`src/rtl/fetch_queue_pkg.sv`:
```
// Shared widths and FSM encodings for the instruction fetch front end.
package fetch_queue_pkg;

  localparam int FQ_WORD_SIZE  = 32;
  localparam int FQ_BLOCK_SIZE = 256;
  localparam int FQ_BYTE_SIZE  = 8;

  // Fetch sequencer states: REQ presents the address, CAP captures the block,
  // HOLD waits until the queue has room for a whole block.
  typedef enum logic [1:0] {
    ST_REQ  = 2'd0,
    ST_CAP  = 2'd1,
    ST_HOLD = 2'd2
  } fq_state_e;

  // Free entries remaining after this cycle's count update.
  function automatic int unsigned fq_room(input int unsigned depth,
                                          input int unsigned count_next);
    return depth - count_next;
  endfunction

endpackage

```
`src/rtl/fetch_queue_fifo.sv`:
```
// Circular buffer of {pc, inst} entries with a block-wide parallel write
// port and a single read port. Flush empties it without touching storage.
module fetch_fifo
  import fetch_queue_pkg::*;
#(
  parameter int WORD_SIZE = FQ_WORD_SIZE,
  parameter int WPB       = 8,
  parameter int DEPTH     = 16,
  localparam int PTR_W    = $clog2(DEPTH),
  localparam int CNT_W    = PTR_W + 1
) (
  input  logic                     clk,
  input  logic                     rst_n,
  input  logic                     flush_i,
  input  logic                     wr_en_i,
  input  logic [WPB*WORD_SIZE-1:0] wr_inst_i,
  input  logic [WPB*WORD_SIZE-1:0] wr_pc_i,
  input  logic                     rd_en_i,
  output logic [WORD_SIZE-1:0]     rd_inst_o,
  output logic [WORD_SIZE-1:0]     rd_pc_o,
  output logic [CNT_W-1:0]         count_o,
  output logic [CNT_W-1:0]         count_next_o
);

  logic [WORD_SIZE-1:0] inst_mem_q [DEPTH];
  logic [WORD_SIZE-1:0] pc_mem_q   [DEPTH];

  logic [PTR_W-1:0] wr_ptr_q, wr_ptr_d;
  logic [PTR_W-1:0] rd_ptr_q, rd_ptr_d;
  logic [CNT_W-1:0] count_q, count_d;

  // Pointer and occupancy update; flush overrides any write or read.
  always_comb begin
    wr_ptr_d = wr_ptr_q;
    rd_ptr_d = rd_ptr_q;
    count_d  = count_q;
    if (flush_i) begin
      wr_ptr_d = '0;
      rd_ptr_d = '0;
      count_d  = '0;
    end else begin
      if (wr_en_i) wr_ptr_d = wr_ptr_q + PTR_W'(WPB);
      if (rd_en_i) rd_ptr_d = rd_ptr_q + PTR_W'(1);
      count_d = count_q + (wr_en_i ? CNT_W'(WPB) : CNT_W'(0))
                        - (rd_en_i ? CNT_W'(1)   : CNT_W'(0));
    end
  end

  // Control registers.
  always_ff @(posedge clk or negedge rst_n) begin
    if (!rst_n) begin
      wr_ptr_q <= '0;
      rd_ptr_q <= '0;
      count_q  <= '0;
    end else begin
      wr_ptr_q <= wr_ptr_d;
      rd_ptr_q <= rd_ptr_d;
      count_q  <= count_d;
    end
  end

  // Storage: cleared on reset so nothing stale is ever visible at the head;
  // a flushed write never lands.
  always_ff @(posedge clk or negedge rst_n) begin
    if (!rst_n) begin
      for (int i = 0; i < DEPTH; i++) begin
        inst_mem_q[i] <= '0;
        pc_mem_q[i]   <= '0;
      end
    end else if (wr_en_i && !flush_i) begin
      for (int k = 0; k < WPB; k++) begin
        inst_mem_q[wr_ptr_q + PTR_W'(k)] <= wr_inst_i[k*WORD_SIZE +: WORD_SIZE];
        pc_mem_q[wr_ptr_q + PTR_W'(k)]   <= wr_pc_i[k*WORD_SIZE +: WORD_SIZE];
      end
    end
  end

  assign rd_inst_o    = inst_mem_q[rd_ptr_q];
  assign rd_pc_o      = pc_mem_q[rd_ptr_q];
  assign count_o      = count_q;
  assign count_next_o = count_d;

endmodule

```
`src/rtl/fetch_queue.sv`:
```
// Fetch front end: owns the fetch PC, requests cache blocks, unpacks them
// into the word queue and hands words to decode; redirects flush and refetch.
module fetch_queue
  import fetch_queue_pkg::*;
#(
  parameter int WORD_SIZE  = FQ_WORD_SIZE,
  parameter int BLOCK_SIZE = FQ_BLOCK_SIZE,
  parameter int DEPTH      = 16,
  parameter logic [WORD_SIZE-1:0] RESET_PC = '0
) (
  input  logic                  clk,
  input  logic                  rst_n,
  output logic [WORD_SIZE-1:0]  cache_addr,
  input  logic [BLOCK_SIZE-1:0] cache_block,
  input  logic                  redirect_valid,
  input  logic [WORD_SIZE-1:0]  redirect_pc,
  output logic                  inst_valid,
  input  logic                  inst_ready,
  output logic [WORD_SIZE-1:0]  inst,
  output logic [WORD_SIZE-1:0]  inst_pc
);

  localparam int WPB         = BLOCK_SIZE / WORD_SIZE;
  localparam int WORD_BYTES  = WORD_SIZE / FQ_BYTE_SIZE;
  localparam int BLOCK_BYTES = BLOCK_SIZE / FQ_BYTE_SIZE;
  localparam int CNT_W       = $clog2(DEPTH) + 1;

  fq_state_e            state_q, state_d;
  logic [WORD_SIZE-1:0] fetch_pc_q, fetch_pc_d;

  logic                     capture;
  logic                     pop;
  logic                     room_ok;
  logic [CNT_W-1:0]         count;
  logic [CNT_W-1:0]         count_next;
  logic [WPB*WORD_SIZE-1:0] wr_inst;
  logic [WPB*WORD_SIZE-1:0] wr_pc;

  // A redirect kills both the capture and the pop of its own cycle.
  assign pop        = inst_valid && inst_ready && !redirect_valid;
  assign inst_valid = (count != '0);
  assign cache_addr = fetch_pc_q;
  assign room_ok    = fq_room(DEPTH, 32'(count_next)) >= WPB;

  // FSM state register.
  always_ff @(posedge clk or negedge rst_n) begin
    if (!rst_n) state_q <= ST_REQ;
    else        state_q <= state_d;
  end

  // FSM next state: request, capture, then throttle until a block fits.
  always_comb begin
    state_d = state_q;
    if (redirect_valid) begin
      state_d = ST_REQ;
    end else begin
      unique case (state_q)
        ST_REQ:  state_d = ST_CAP;
        ST_CAP:  state_d = room_ok ? ST_REQ : ST_HOLD;
        ST_HOLD: state_d = room_ok ? ST_REQ : ST_HOLD;
        default: state_d = ST_REQ;
      endcase
    end
  end

  // FSM outputs: the cache block is only written during CAP.
  always_comb begin
    capture = (state_q == ST_CAP) && !redirect_valid;
  end

  // Fetch PC advances one block per capture; a redirect reloads it.
  always_comb begin
    fetch_pc_d = fetch_pc_q;
    if (redirect_valid)  fetch_pc_d = redirect_pc;
    else if (capture)    fetch_pc_d = fetch_pc_q + WORD_SIZE'(BLOCK_BYTES);
  end

  // Fetch PC register.
  always_ff @(posedge clk or negedge rst_n) begin
    if (!rst_n) fetch_pc_q <= RESET_PC;
    else        fetch_pc_q <= fetch_pc_d;
  end

  // Unpack the block MSB-first into words with their byte addresses; the
  // cache returns the shifted window, so this holds for unaligned PCs too.
  always_comb begin
    wr_inst = '0;
    wr_pc   = '0;
    for (int k = 0; k < WPB; k++) begin
      wr_inst[k*WORD_SIZE +: WORD_SIZE] = cache_block[BLOCK_SIZE-1-k*WORD_SIZE -: WORD_SIZE];
      wr_pc[k*WORD_SIZE +: WORD_SIZE]   = fetch_pc_q + WORD_SIZE'(k * WORD_BYTES);
    end
  end

  fetch_fifo #(
    .WORD_SIZE (WORD_SIZE),
    .WPB       (WPB),
    .DEPTH     (DEPTH)
  ) u_fifo (
    .clk          (clk),
    .rst_n        (rst_n),
    .flush_i      (redirect_valid),
    .wr_en_i      (capture),
    .wr_inst_i    (wr_inst),
    .wr_pc_i      (wr_pc),
    .rd_en_i      (pop),
    .rd_inst_o    (inst),
    .rd_pc_o      (inst_pc),
    .count_o      (count),
    .count_next_o (count_next)
  );

endmodule

```
`config.mk`:
```
export PLATFORM = sky130hd
export DESIGN_NAME = fetch_queue
export DESIGN_NICKNAME = d
export VERILOG_FILES = /design/src/rtl/fetch_queue_pkg.sv /design/src/rtl/fetch_queue_fifo.sv /design/src/rtl/fetch_queue.sv
export SDC_FILE = /design/constraint.sdc
export NUM_CORES = 2
export LEC_CHECK = 0
export ABC_CLOCK_PERIOD_IN_PS = 4800
export BUFFER_PORTS_ARGS = -buffer_cell sky130_fd_sc_hd__buf_2
export CORE_MARGIN = 4
export CORE_UTILIZATION = 61
export DETAILED_ROUTE_END_ITERATION = 6
export PLACE_DENSITY = 0.81
export RECOVER_POWER = 50
export REMOVE_ABC_BUFFERS = 1
export SYNTH_ARGS = -nofsm -noshare
export SYNTH_HDL_FRONTEND = slang
export SYNTH_SLANG_ARGS = --single-unit
```
`constraint.sdc`:
```
create_clock -name clk -period 4.8 [get_ports clk]
set_clock_uncertainty 0.05 [all_clocks]
set_input_delay 0.48 -clock clk [delete_from_list [all_inputs] [get_ports clk]]
set_output_delay 0.48 -clock clk [all_outputs]
set_load 0.02 [all_outputs]
```
==> impl_metrics.ini <==
[worst_setup_path]
required_ns = 4.27
r2r-start = cache_addr[5]$_DFFE_PN0N_
endpoint_kind = output pin
crit_arrival_ns = 3.72
path_delay_family = flip-flops
reg2reg_slack_ns = 0.74
crit_path_start_kind = flop
critPathBufInv = 2
path_cells = buf_12 -> a221oi_1 -> a21oi_1 -> o22a_1 -> buf_2
timing.rr.end = u_fifo.pc_mem_q[172]$_DFFE_PN0P_
r2r_cells = 7
cp_max_fo = 46
critPathMaxStageDelay_ns = 1.88
worst-setup-path-type = flop to output pin
critPathSlowestCell = dfrtp_1

[grt]
track_usage = 0.3595
grtUsageMet1 = 0.4586
overflow = 0
grt_max_degree = 181
grt_busiest_layer = met2
gr-usage-met3 = 0.09312
first_global_vias = 45250
use_met2 = 0.5702
grt_pass1_wl_um = 252400
antenna_found_initial = 12

[route]
wl_per_cell_um = 23.58
antenna_left = 0
vias_per_cell = 6.484
drt_wl_total_um = 160500
drc = 5
vias = 44140
first_iter_violations = 5537
first_pass_iters = 7

[cts]
clk_latency_ns = 0.69
cts_tree = done
cts-root-buf = clkbuf_16
clk_pin_slew_ns = 0.06
htree_levels = 3
clockBufferDepth = 3
numClockSinks = 1048
cts_buffers = 106

[synthesis]
ys_top_cells_by_area = dfrtp_1 52%, nand2_1 15%, mux4_2 13%, o21ai_0 3.1%, clkbuf_1 2.4%
syn_inst = 5205
yosys_warnings = 0
synth_edf_count = 0
synthArstFlopShare = 1.000
yosysTopAreaCellShare = 0.5152
ys_seq_area_frac = 0.5152
ys_seq_elements = 1048
syn-cell-area_um2 = 50910
synthTopCellsByCount = 2,101 x nand2_1, 1,048 x dfrtp_1, 325 x clkbuf_1
netlist-cell-type-count = 57
yosysTopAreaCell = dfrtp_1
syn_avg_cell_area_um2 = 9.780
yosysMostFrequentCell = nand2_1
synth_ff_type = dfrtp_1

[min_path]
hold_depth = 3
hp-class = input pin to flop
min_to = cache_addr[11]$_DFFE_PN0N_
worstHoldStart = redirect_pc[11]

[place]
dpl.hpwl_um = 91080
portBuffers = 388
placed_area_um2 = 53660
dp_cells = 6333
preCtsSetupSlack_ns = 1.157
routabilityCongestion = 0.9358

[power]
power.switching_mw = 13.31
power_frac_clock = 0.235
leakagePower_nw = 28.19
p_seq_frac = 0.417
p_int_mw = 23.57
switching_share = 0.3608
max-vdd-ir-drop_uv = 394.6
comb_power_share = 0.348
power_density_nw_per_um2 = 615.8

[floorplan]
die_x_um = 296.9
coreArea_um2 = 82370
die_h_um = 296.9
start_util = 0.6180
io_pins = 389
placement_rows = 105
dieArea_um2 = 88140

[sta]
fmax_ghz = 0.2351
tns_ns = 0
worst_slew_pin_slew_ns = 2.891
finalHoldViolCount = 0
rsz0062_at_grt = no
finalCritPeriodShare = 0.8860
setup_slack_ns = 0.5471
max_slew_margin = -0.9271
drv_slew = 148
fin_crit_ns = 4.253
setup_viol = 0

[outcome]
violations = design-rule violations, max-capacitance violations, max-slew violations
status = finished, violations left

[finish]
final-seq-area_um2 = 26240
fillers = 5386
fin_util = 0.7271
syn2layout_area_growth_pct = 17.66
nets = 5953
design_area_um2 = 59900
multiInputGateArea_um2 = 22960
fin_cells = 6808
drive_gt1_frac = 0.1646

[run]
maxCapViolCount = 4
worst max path at each step:
stage	startpoint	endpoint	depth (start not counted)
after floorplan	state_q[1]$_DFF_PN0_	u_fifo.pc_mem_q[256]$_DFFE_PN0P_	5
after global placement	redirect_valid	state_q[1]$_DFF_PN0_	10
after detailed placement	redirect_valid	state_q[1]$_DFF_PN0_	10
after CTS	u_fifo.rd_ptr_q[0]$_DFFE_PN0P_	inst[31]	4
after global routing	u_fifo.rd_ptr_q[2]$_DFFE_PN0P_	inst_pc[3]	5
final	u_fifo.rd_ptr_q[2]$_DFFE_PN0P_	inst_pc[3]	5
area by class of cell:
cell class              instances  share of cell area
clock buffers                 153             0.05176
inverters                      20            0.001253
well taps                    1070             0.02235
repair buffers                752             0.09392
clock inverters                43            0.008920
diodes                          9           0.0003760
multi-input cells            3713              0.3834
flip-flops and latches       1048              0.4380
power by group through the flow:
stage	Clock, mW	Sequential (mW)	Combinational [mW]
global placement	0	14.9	11.7
floorplan	0	14.7	9.33
global route	9.07	15.6	14.0
CTS	8.67	15.1	12.5
detailed placement	0	15.1	12.2
finish	8.68	15.4	12.8
worst min-delay path, delay by kind of cell:
family,cells,cell delay [ns]
AOI/OAI and AO/OA,1,0.06
and+or+nand+nor,1,0.05
buffers and inverters,1,0.13
through the flow:
| step | hold slack, ns | total power [mW] |
|---|---|---|
| after CTS | 0.00004768 | 36.19 |
| after detailed placement | 0.4073 | 27.28 |
| after floorplan | 0.1344 | 24.05 |
| after global routing | 0.02688 | 38.72 |
| after global placement | 0.4017 | 26.55 |
| final | 0.03049 | 36.88 |
per-layer routing:
layer,vias to the layer above,routed length (um)
met5,-,38
met4,6,10420
met3,851,17430
met2,3183,76000
met1,21460,56640
li1,18650,-
state kept, by name, summed over array words and instances, names as in the netlist:
name	flops
state_q	2
u_fifo.count_o	5
u_fifo.rd_ptr_q	4
u_fifo.wr_ptr_q	1
cache_addr	32
u_fifo.inst_mem_q	512
u_fifo.pc_mem_q	492
what timing repair did:
item | CTS | global route
gates resized for setup | 0 | 0
setup buffers | 0 | 0
hold buffers | 270 | 0
setup endpoints to repair | 0 | 0
endpoints found under the hold margin | 603 | 0
logic make-up (layout without fill, tap and decap cells):
logic type / Yosys count / count (layout) / synth area share
buffers and inverters: 444 / 968 / 0.03411
other: 0 / 9 / 0
AO/OA/AOI/OAI: 527 / 527 / 0.06440
AND/OR/NAND/NOR: 2729 / 2729 / 0.2241
adder cells (fa/ha/maj): 20 / 20 / 0.005063
multiplexers: 312 / 312 / 0.1356
flip-flops: 1048 / 1048 / 0.5152
XOR/XNOR: 125 / 125 / 0.02151
placed cells by master (no fill, tap or decap), types with 19 or more instances in the layout:
cell type / Yosys / final
nor3_1: 39 / 39
clkbuf_1: 325 / 57
buf_2: 56 / 372
o31ai_1: 37 / 37
nor2_1: 100 / 100
nor4_1: 43 / 41
nand3_1: 198 / 198
clkbuf_8: 0 / 25
and4_1: 26 / 26
a21o_1: 29 / 29
a221o_1: 66 / 66
xor2_1: 22 / 22
and2_1: 29 / 29
clkinv_2: 0 / 19
and3_1: 55 / 55
mux4_2: 302 / 302
xnor2_1: 103 / 103
buf_4: 0 / 42
dlygate4sd3_1: 0 / 270
ha_1: 19 / 19
nand2_1: 2101 / 2101
a21oi_1: 26 / 26
o21ai_0: 311 / 311
dfrtp_1: 1048 / 1045
nand4_1: 79 / 79
buf_12: 0 / 30
clkbuf_16: 0 / 107
Note: power is estimated with default switching activity, not from simulation.
